### src/rtl/pulse_sync_monitor_pkg.sv
`default_nettype none
//==============================================================================
// Module      : pulse_sync_monitor_pkg
// Description : Shared types and constants for the pulse_sync_monitor block.
//               state_t    - monitor FSM state encoding
//               ERR_CNT_W  - width of the optional error statistics counter
// Revision    : 1.0 - initial release
//==============================================================================
package pulse_sync_monitor_pkg;

    typedef enum logic [1:0] {
        ST_IDLE   = 2'b00,
        ST_HUNT   = 2'b01,
        ST_VERIFY = 2'b10,
        ST_LOCKED = 2'b11
    } state_t;

    localparam int ERR_CNT_W = 16;

endpackage
`default_nettype wire

### src/rtl/pulse_sync_monitor_edge.sv
`default_nettype none
//==============================================================================
// Module      : pulse_edge_detect
// Description : Rising-edge detector for the incoming strobe. A strobe held
//               high for several cycles produces a single event.
// Ports       : clk      - clock
//               reset    - asynchronous active-high reset
//               i_pulse  - strobe input, synchronous to clk
//               o_event  - high in the cycle of a 0->1 transition of i_pulse
// Revision    : 1.0 - initial release
//==============================================================================
module pulse_edge_detect (
    input  logic clk,
    input  logic reset,
    input  logic i_pulse,
    output logic o_event
);

    logic r_pulse_d;

    always_ff @(posedge clk or posedge reset) begin
        if (reset) begin
            r_pulse_d <= 1'b0;
        end else begin
            r_pulse_d <= i_pulse;
        end
    end

    assign o_event = i_pulse & ~r_pulse_d;

endmodule
`default_nettype wire

### src/rtl/pulse_sync_monitor.sv
`default_nettype none
//==============================================================================
// Module      : pulse_sync_monitor
// Description : Receive-side checker for a periodic single-bit strobe. Learns
//               the strobe period, locks after LOCK_COUNT consistent
//               intervals, then predicts each strobe and flags early or
//               missing ones. Drops lock after MISS_LIMIT consecutive errors.
// Parameters  : CNT_W      - interval counter width (periods 2..2^CNT_W-1)
//               LOCK_COUNT - matching intervals needed to lock (>=1)
//               MISS_LIMIT - consecutive errors that drop lock (>=1)
// Ports       : clk        - clock
//               reset      - asynchronous active-high reset
//               pulse_in   - strobe input, each rising edge is one event
//               locked     - high while in LOCKED
//               period     - learned / candidate period in cycles
//               predict    - high in the cycle a strobe edge is expected
//               err_pulse  - one-cycle pulse per early or missed strobe
//               err_count  - saturating error count (optional, see below)
// Options     : PULSE_SYNC_MONITOR_STATS_EN - when defined, adds err_count
// Revision    : 1.0 - initial release
//==============================================================================
module pulse_sync_monitor
    import pulse_sync_monitor_pkg::*;
#(
    parameter int CNT_W      = 8,
    parameter int LOCK_COUNT = 3,
    parameter int MISS_LIMIT = 2
) (
    input  logic                 clk,
    input  logic                 reset,
    input  logic                 pulse_in,
    output logic                 locked,
    output logic [CNT_W-1:0]     period,
    output logic                 predict,
    output logic                 err_pulse
`ifdef PULSE_SYNC_MONITOR_STATS_EN
    ,
    output logic [ERR_CNT_W-1:0] err_count
`endif
);

    localparam int c_MATCH_W = $clog2(LOCK_COUNT + 1);
    localparam int c_MISS_W  = $clog2(MISS_LIMIT + 1);

    localparam logic [CNT_W-1:0]     c_CNT_MAX   = {CNT_W{1'b1}};
    localparam logic [c_MATCH_W-1:0] c_MATCH_ONE = c_MATCH_W'(1);
    localparam logic [c_MATCH_W-1:0] c_LOCK_M    = c_MATCH_W'(LOCK_COUNT);
    localparam logic [c_MISS_W-1:0]  c_MISS_M    = c_MISS_W'(MISS_LIMIT);

    state_t                 r_state;
    state_t                 w_state_nxt;
    logic [CNT_W-1:0]       r_cnt;
    logic [CNT_W-1:0]       w_cnt_nxt;
    logic [CNT_W-1:0]       r_period;
    logic [CNT_W-1:0]       w_period_nxt;
    logic [c_MATCH_W-1:0]   r_match;
    logic [c_MATCH_W-1:0]   w_match_nxt;
    logic [c_MATCH_W-1:0]   w_match_inc;
    logic [c_MISS_W-1:0]    r_miss;
    logic [c_MISS_W-1:0]    w_miss_nxt;
    logic [c_MISS_W-1:0]    w_miss_inc;
    logic                   r_err_pulse;
    logic                   w_err;

    logic                   w_event;
    logic                   w_cnt_max;
    logic                   w_expect;
    logic [CNT_W-1:0]       w_interval;

    pulse_edge_detect u_edge (
        .clk     (clk),
        .reset   (reset),
        .i_pulse (pulse_in),
        .o_event (w_event)
    );

    // A saturated counter means the interval overflowed and is not trusted.
    assign w_cnt_max   = (r_cnt == c_CNT_MAX);
    assign w_interval  = r_cnt + 1'b1;
    assign w_expect    = (r_cnt == (r_period - 1'b1));
    assign w_match_inc = r_match + 1'b1;
    assign w_miss_inc  = r_miss + 1'b1;

    //--------------------------------------------------------------------------
    // State register
    //--------------------------------------------------------------------------
    always_ff @(posedge clk or posedge reset) begin
        if (reset) begin
            r_state <= ST_IDLE;
        end else begin
            r_state <= w_state_nxt;
        end
    end

    //--------------------------------------------------------------------------
    // Next-state and datapath decisions
    //--------------------------------------------------------------------------
    always_comb begin
        w_state_nxt  = r_state;
        w_period_nxt = r_period;
        w_match_nxt  = r_match;
        w_miss_nxt   = r_miss;
        w_err        = 1'b0;

        case (r_state)
            ST_IDLE: begin
                if (w_event) begin
                    w_state_nxt = ST_HUNT;
                end
            end

            ST_HUNT: begin
                if (w_event && !w_cnt_max) begin
                    w_period_nxt = w_interval;
                    w_match_nxt  = c_MATCH_ONE;
                    if (LOCK_COUNT == 1) begin
                        w_state_nxt = ST_LOCKED;
                        w_miss_nxt  = '0;
                    end else begin
                        w_state_nxt = ST_VERIFY;
                    end
                end
            end

            ST_VERIFY: begin
                if (w_event) begin
                    if (w_cnt_max) begin
                        w_state_nxt = ST_HUNT;
                    end else if (w_interval == r_period) begin
                        w_match_nxt = w_match_inc;
                        if (w_match_inc == c_LOCK_M) begin
                            w_state_nxt = ST_LOCKED;
                            w_miss_nxt  = '0;
                        end
                    end else begin
                        // Candidate changed: restart the run on the new value.
                        w_period_nxt = w_interval;
                        w_match_nxt  = c_MATCH_ONE;
                    end
                end else if (w_cnt_max) begin
                    w_state_nxt = ST_HUNT;
                end
            end

            ST_LOCKED: begin
                if (w_event && w_expect) begin
                    w_miss_nxt = '0;
                end else if (w_event || w_expect) begin
                    // Early edge (event) or missing edge (expected point, no event).
                    w_err      = 1'b1;
                    w_miss_nxt = w_miss_inc;
                    if (w_miss_inc == c_MISS_M) begin
                        // An early edge is kept as the first event of a new hunt.
                        w_state_nxt = w_event ? ST_HUNT : ST_IDLE;
                    end
                end
            end

            default: begin
                w_state_nxt = ST_IDLE;
            end
        endcase
    end

    // Counter restarts on every event, and on the expected point while locked
    // so the flywheel keeps running through a missing strobe.
    always_comb begin
        if (w_event) begin
            w_cnt_nxt = '0;
        end else if ((r_state == ST_LOCKED) && w_expect) begin
            w_cnt_nxt = '0;
        end else if (!w_cnt_max) begin
            w_cnt_nxt = r_cnt + 1'b1;
        end else begin
            w_cnt_nxt = r_cnt;
        end
    end

    always_ff @(posedge clk or posedge reset) begin
        if (reset) begin
            r_cnt       <= '0;
            r_period    <= '0;
            r_match     <= '0;
            r_miss      <= '0;
            r_err_pulse <= 1'b0;
        end else begin
            r_cnt       <= w_cnt_nxt;
            r_period    <= w_period_nxt;
            r_match     <= w_match_nxt;
            r_miss      <= w_miss_nxt;
            r_err_pulse <= w_err;
        end
    end

    //--------------------------------------------------------------------------
    // Outputs: decoded from registers only, no pulse_in path
    //--------------------------------------------------------------------------
    always_comb begin
        locked  = (r_state == ST_LOCKED);
        predict = (r_state == ST_LOCKED) && w_expect;
    end

    assign period    = r_period;
    assign err_pulse = r_err_pulse;

`ifdef PULSE_SYNC_MONITOR_STATS_EN
    // Advances on the same edge that raises err_pulse, so the new count is
    // visible in the cycle err_pulse is high.
    logic [ERR_CNT_W-1:0] r_err_count;

    always_ff @(posedge clk or posedge reset) begin
        if (reset) begin
            r_err_count <= '0;
        end else if (w_err && (r_err_count != {ERR_CNT_W{1'b1}})) begin
            r_err_count <= r_err_count + 1'b1;
        end
    end

    assign err_count = r_err_count;
`endif

endmodule
`default_nettype wire

### config.mk
export PLATFORM = sky130hd
export DESIGN_NAME = pulse_sync_monitor
export DESIGN_NICKNAME = d
export VERILOG_FILES = /design/src/rtl/pulse_sync_monitor_pkg.sv /design/src/rtl/pulse_sync_monitor_edge.sv /design/src/rtl/pulse_sync_monitor.sv
export SDC_FILE = /design/constraint.sdc
export NUM_CORES = 1
export LEC_CHECK = 0
export CAP_MARGIN = 25
export CORE_MARGIN = 1.5
export CORE_UTILIZATION = 38
export CTS_CLUSTER_DIAMETER = 120
export CTS_CLUSTER_SIZE = 12
export DETAILED_ROUTE_END_ITERATION = 10
export HOLD_SLACK_MARGIN = 0.05
export PLACE_DENSITY = 0.56
export SLEW_MARGIN = 20
export SYNTH_ARGS = -nofsm -noshare
export SYNTH_HDL_FRONTEND = slang
export SYNTH_SLANG_ARGS = --single-unit
### constraint.sdc
create_clock -name clk -period 3.5 [get_ports clk]
set_clock_uncertainty 0.2 [all_clocks]
set_input_delay 0.7 -clock clk [delete_from_list [all_inputs] [get_ports clk]]
set_output_delay 0.7 -clock clk [all_outputs]
set_load 0.02 [all_outputs]
==> impl_metrics.ini, run 1 <==
[outcome]
outcome = finished clean

[yosys]
yosysMostFrequentCell = dfrtp_1
synth_largest_area_cell = dfrtp_1
yosys_warnings = 0
synth_cell_type_count = 40
synth_common_cells = dfrtp_1 (24), nor2_1 (20), nand2_1 (12), xnor2_1 (12), xor2_1 (11)
synth_area_um2 = 1600
ys.flop_type = dfrtp_1
synthArstFlopShare = 1.00
synth_top_area_share = 0.376
synth_edf_count = 0
synth_area_leaders = dfrtp_1 (38%), xnor2_1 (6.6%), xor2_1 (6.0%)
ys_ff_latch = 24
ys_seq_area_frac = 0.376
synthCells = 173
syn_nets = 182
synth_area_per_cell_um2 = 9.24

[cts]
htreeDepth = 1
cts_setup_buffers = 0
clk_pin_slew_worst_paths_ps = 90
clk_latency_ps = 270
root_buffer = clkbuf_8
post_cts_resized = 2
clockBufferDepth = 2
cts_tree = yes
cts.sinks = 24
cts-hold-fix-buffers = 0
numCtsBuffers = 3

[floorplanning]
die_w_um = 67.8
rows = 23
core_um2 = 4030
io_pins = 14
start_util = 0.397
die-area_um2 = 4600
fp.dieH_um = 67.8

[timing]
period_share = 0.937
whs_ps = 295
fmax_mhz = 305
hold_violations = 0
max-slew-margin-rel = 0.551
slew_violations = 0
worstMarginPinSlew_ps = 668
rsz0062_at_grt = no
fin_crit_ps = 3280
setup-violations-final = 0
fin_setup_tns_ps = 0
setup_slack_ps = 221

[drt]
num_vias = 1332
routed_wl_um = 3580
viasPerCell = 5.55
postRouteAntennaNets = 0
initialDrtViolationCount = 117
drc = 0
avgRoutedWirePerCell_um = 14.9
first_pass_iters = 4

[run]
maxCapViolCount = 0

[cells_and_area]
layout.cells.non_filler = 240
final_util = 0.470
final_area_um2 = 1890
n_antenna_cell = 0
nNetsFinal = 200
area_growth_pct = 18.4
layout-drive-gt1-share = 0.126

[global_route]
grt_pass1_vias = 1338
grt_first_pass_wirelength_um = 6310
grt_max_degree = 25
antenna_found_initial = 0
grt_overflow_total = 0
grt_usage = 0.183

[place]
postPlaceCellArea_um2 = 1800
port_buffers = 13
place_ws_ps = 214
finalWeightedCongestion = 0.837
dp_hpwl_um = 2670
dp_cells = 235

[setup_path]
cp_slowest_cell = dfrtp_1
critPathRequiredTime_ps = 2600
crit_chain = inv_1 -> ha_1 -> nand2_1 -> xnor2_1 -> o21ai_0 -> nand2_1 -> nor4b_1 -> dlygate4sd2_1
path_max_fanout = 7
path_class = flip-flop to primary output
critPathArrivalTime_ps = 2380
cpMostUsedCell = nand2_1
start_kind = flip-flop
cp-end-kind = primary output
slowest_delay_ps = 450

[power]
finalPower_mw = 1.56
swShare = 0.429
leakage_nw = 0.857
clkPwrFrac = 0.159
power_density_nw_per_um2 = 822
p_comb_frac = 0.537
peakVddDrop_mv = 0.344
internal_power_mw = 0.888
seqPwrFrac = 0.304
switchingPower_mw = 0.667

[hold_path]
hp-class = flip-flop to flip-flop
final timing paths:
kind	to	slack [ps]	from	cells past startpoint
hold / removal	r_match[0]$_DFFE_PP0P_	300	r_match[0]$_DFFE_PP0P_	1
hold reg to reg	r_match[0]$_DFFE_PP0P_	300	r_match[0]$_DFFE_PP0P_	1
min in group asynchronous	r_match[0]$_DFFE_PP0P_	540	reset	2
max in group asynchronous	r_cnt[7]$_DFFE_PP0P_	2100	reset	3
setup reg to reg	period[4]$_DFFE_PP0P_	570	r_cnt[0]$_DFFE_PP0P_	7
setup / recovery	predict	220	period[0]$_DFFE_PP0P_	8
worst max-delay path: cells and delay by family, from the launching register on:
family | cells | cell delay [ps]
xor gates and xnor gates | 1 | 130
DFF | 1 | 450
adders and majority gates | 1 | 280
and+or+nand+nor | 3 | 500
AOI/OAI and AO/OA | 1 | 290
buffers and inverters | 2 | 470
power by group through the flow:
stage	combinational [mW]	clock (mW)	sequential [mW]
after global placement	0.821	0	0.469
after global routing	0.938	0.268	0.488
after detailed placement	0.831	0	0.475
after floorplan	0.603	0	0.459
after CTS	0.839	0.256	0.471
final	0.836	0.247	0.473
layout by cell type (no fill, tap or decap), types with 7 or more instances in the layout:
master and n:
xnor2_1 12, nand2_1 12, clkdlybuf4s50_1 12, xor2_1 11, o21ai_0 7, nor2_1 20
mux2_2 8, nor3_1 9, dfrtp_1 24, nand3_1 7, inv_1 10
flip-flops by register name (all words and copies together), names as in the netlist:
name	flops
r_cnt	8
r_state	2
err_pulse	1
r_miss	2
u_edge.r_pulse_d	1
r_match	2
period	8
logic make-up after synthesis:
kind of cell | synth area share
XOR/XNOR | 0.126
AND/OR/NAND/NOR | 0.213
multiplexers | 0.0626
AO/OA/AOI/OAI | 0.130
flip-flops | 0.376
adder cells (fa/ha/maj) | 0.0470
buffers and inverters | 0.0454
layout make-up:
cell class                      instances  area, µm²
Inverter                               10       37.5
Multi-Input combinational cell        132        931
Sequential cell                        24        601
Timing Repair Buffer                   20        189
Tap cell                               50       62.6
Clock inverter                          1       30.0
Fill cell                             396       2140
Clock buffer                            3       41.3
routing by layer:
metal	vias to the layer above	routed length (µm)	track usage
met5	-	0	0
met4	0	53	0.0525
met3	6	148	0.0280
met2	34	1600	0.286
met1	645	1780	0.264
li1	647	-	-
Power figures use the tool's default switching activity.
==> run 2, diff against run 1 <==
- CTS_CLUSTER_DIAMETER: 120 -> 150
==> results of run 2 <==
Same layout as run 1: the final DEF is identical, and so are final timing and power.
==> run 3, diff against run 2 <==
- CTS_CLUSTER_DIAMETER: 150 -> 100
==> results of run 3 <==
Same layout as run 1: the final DEF is identical, and so are final timing and power.
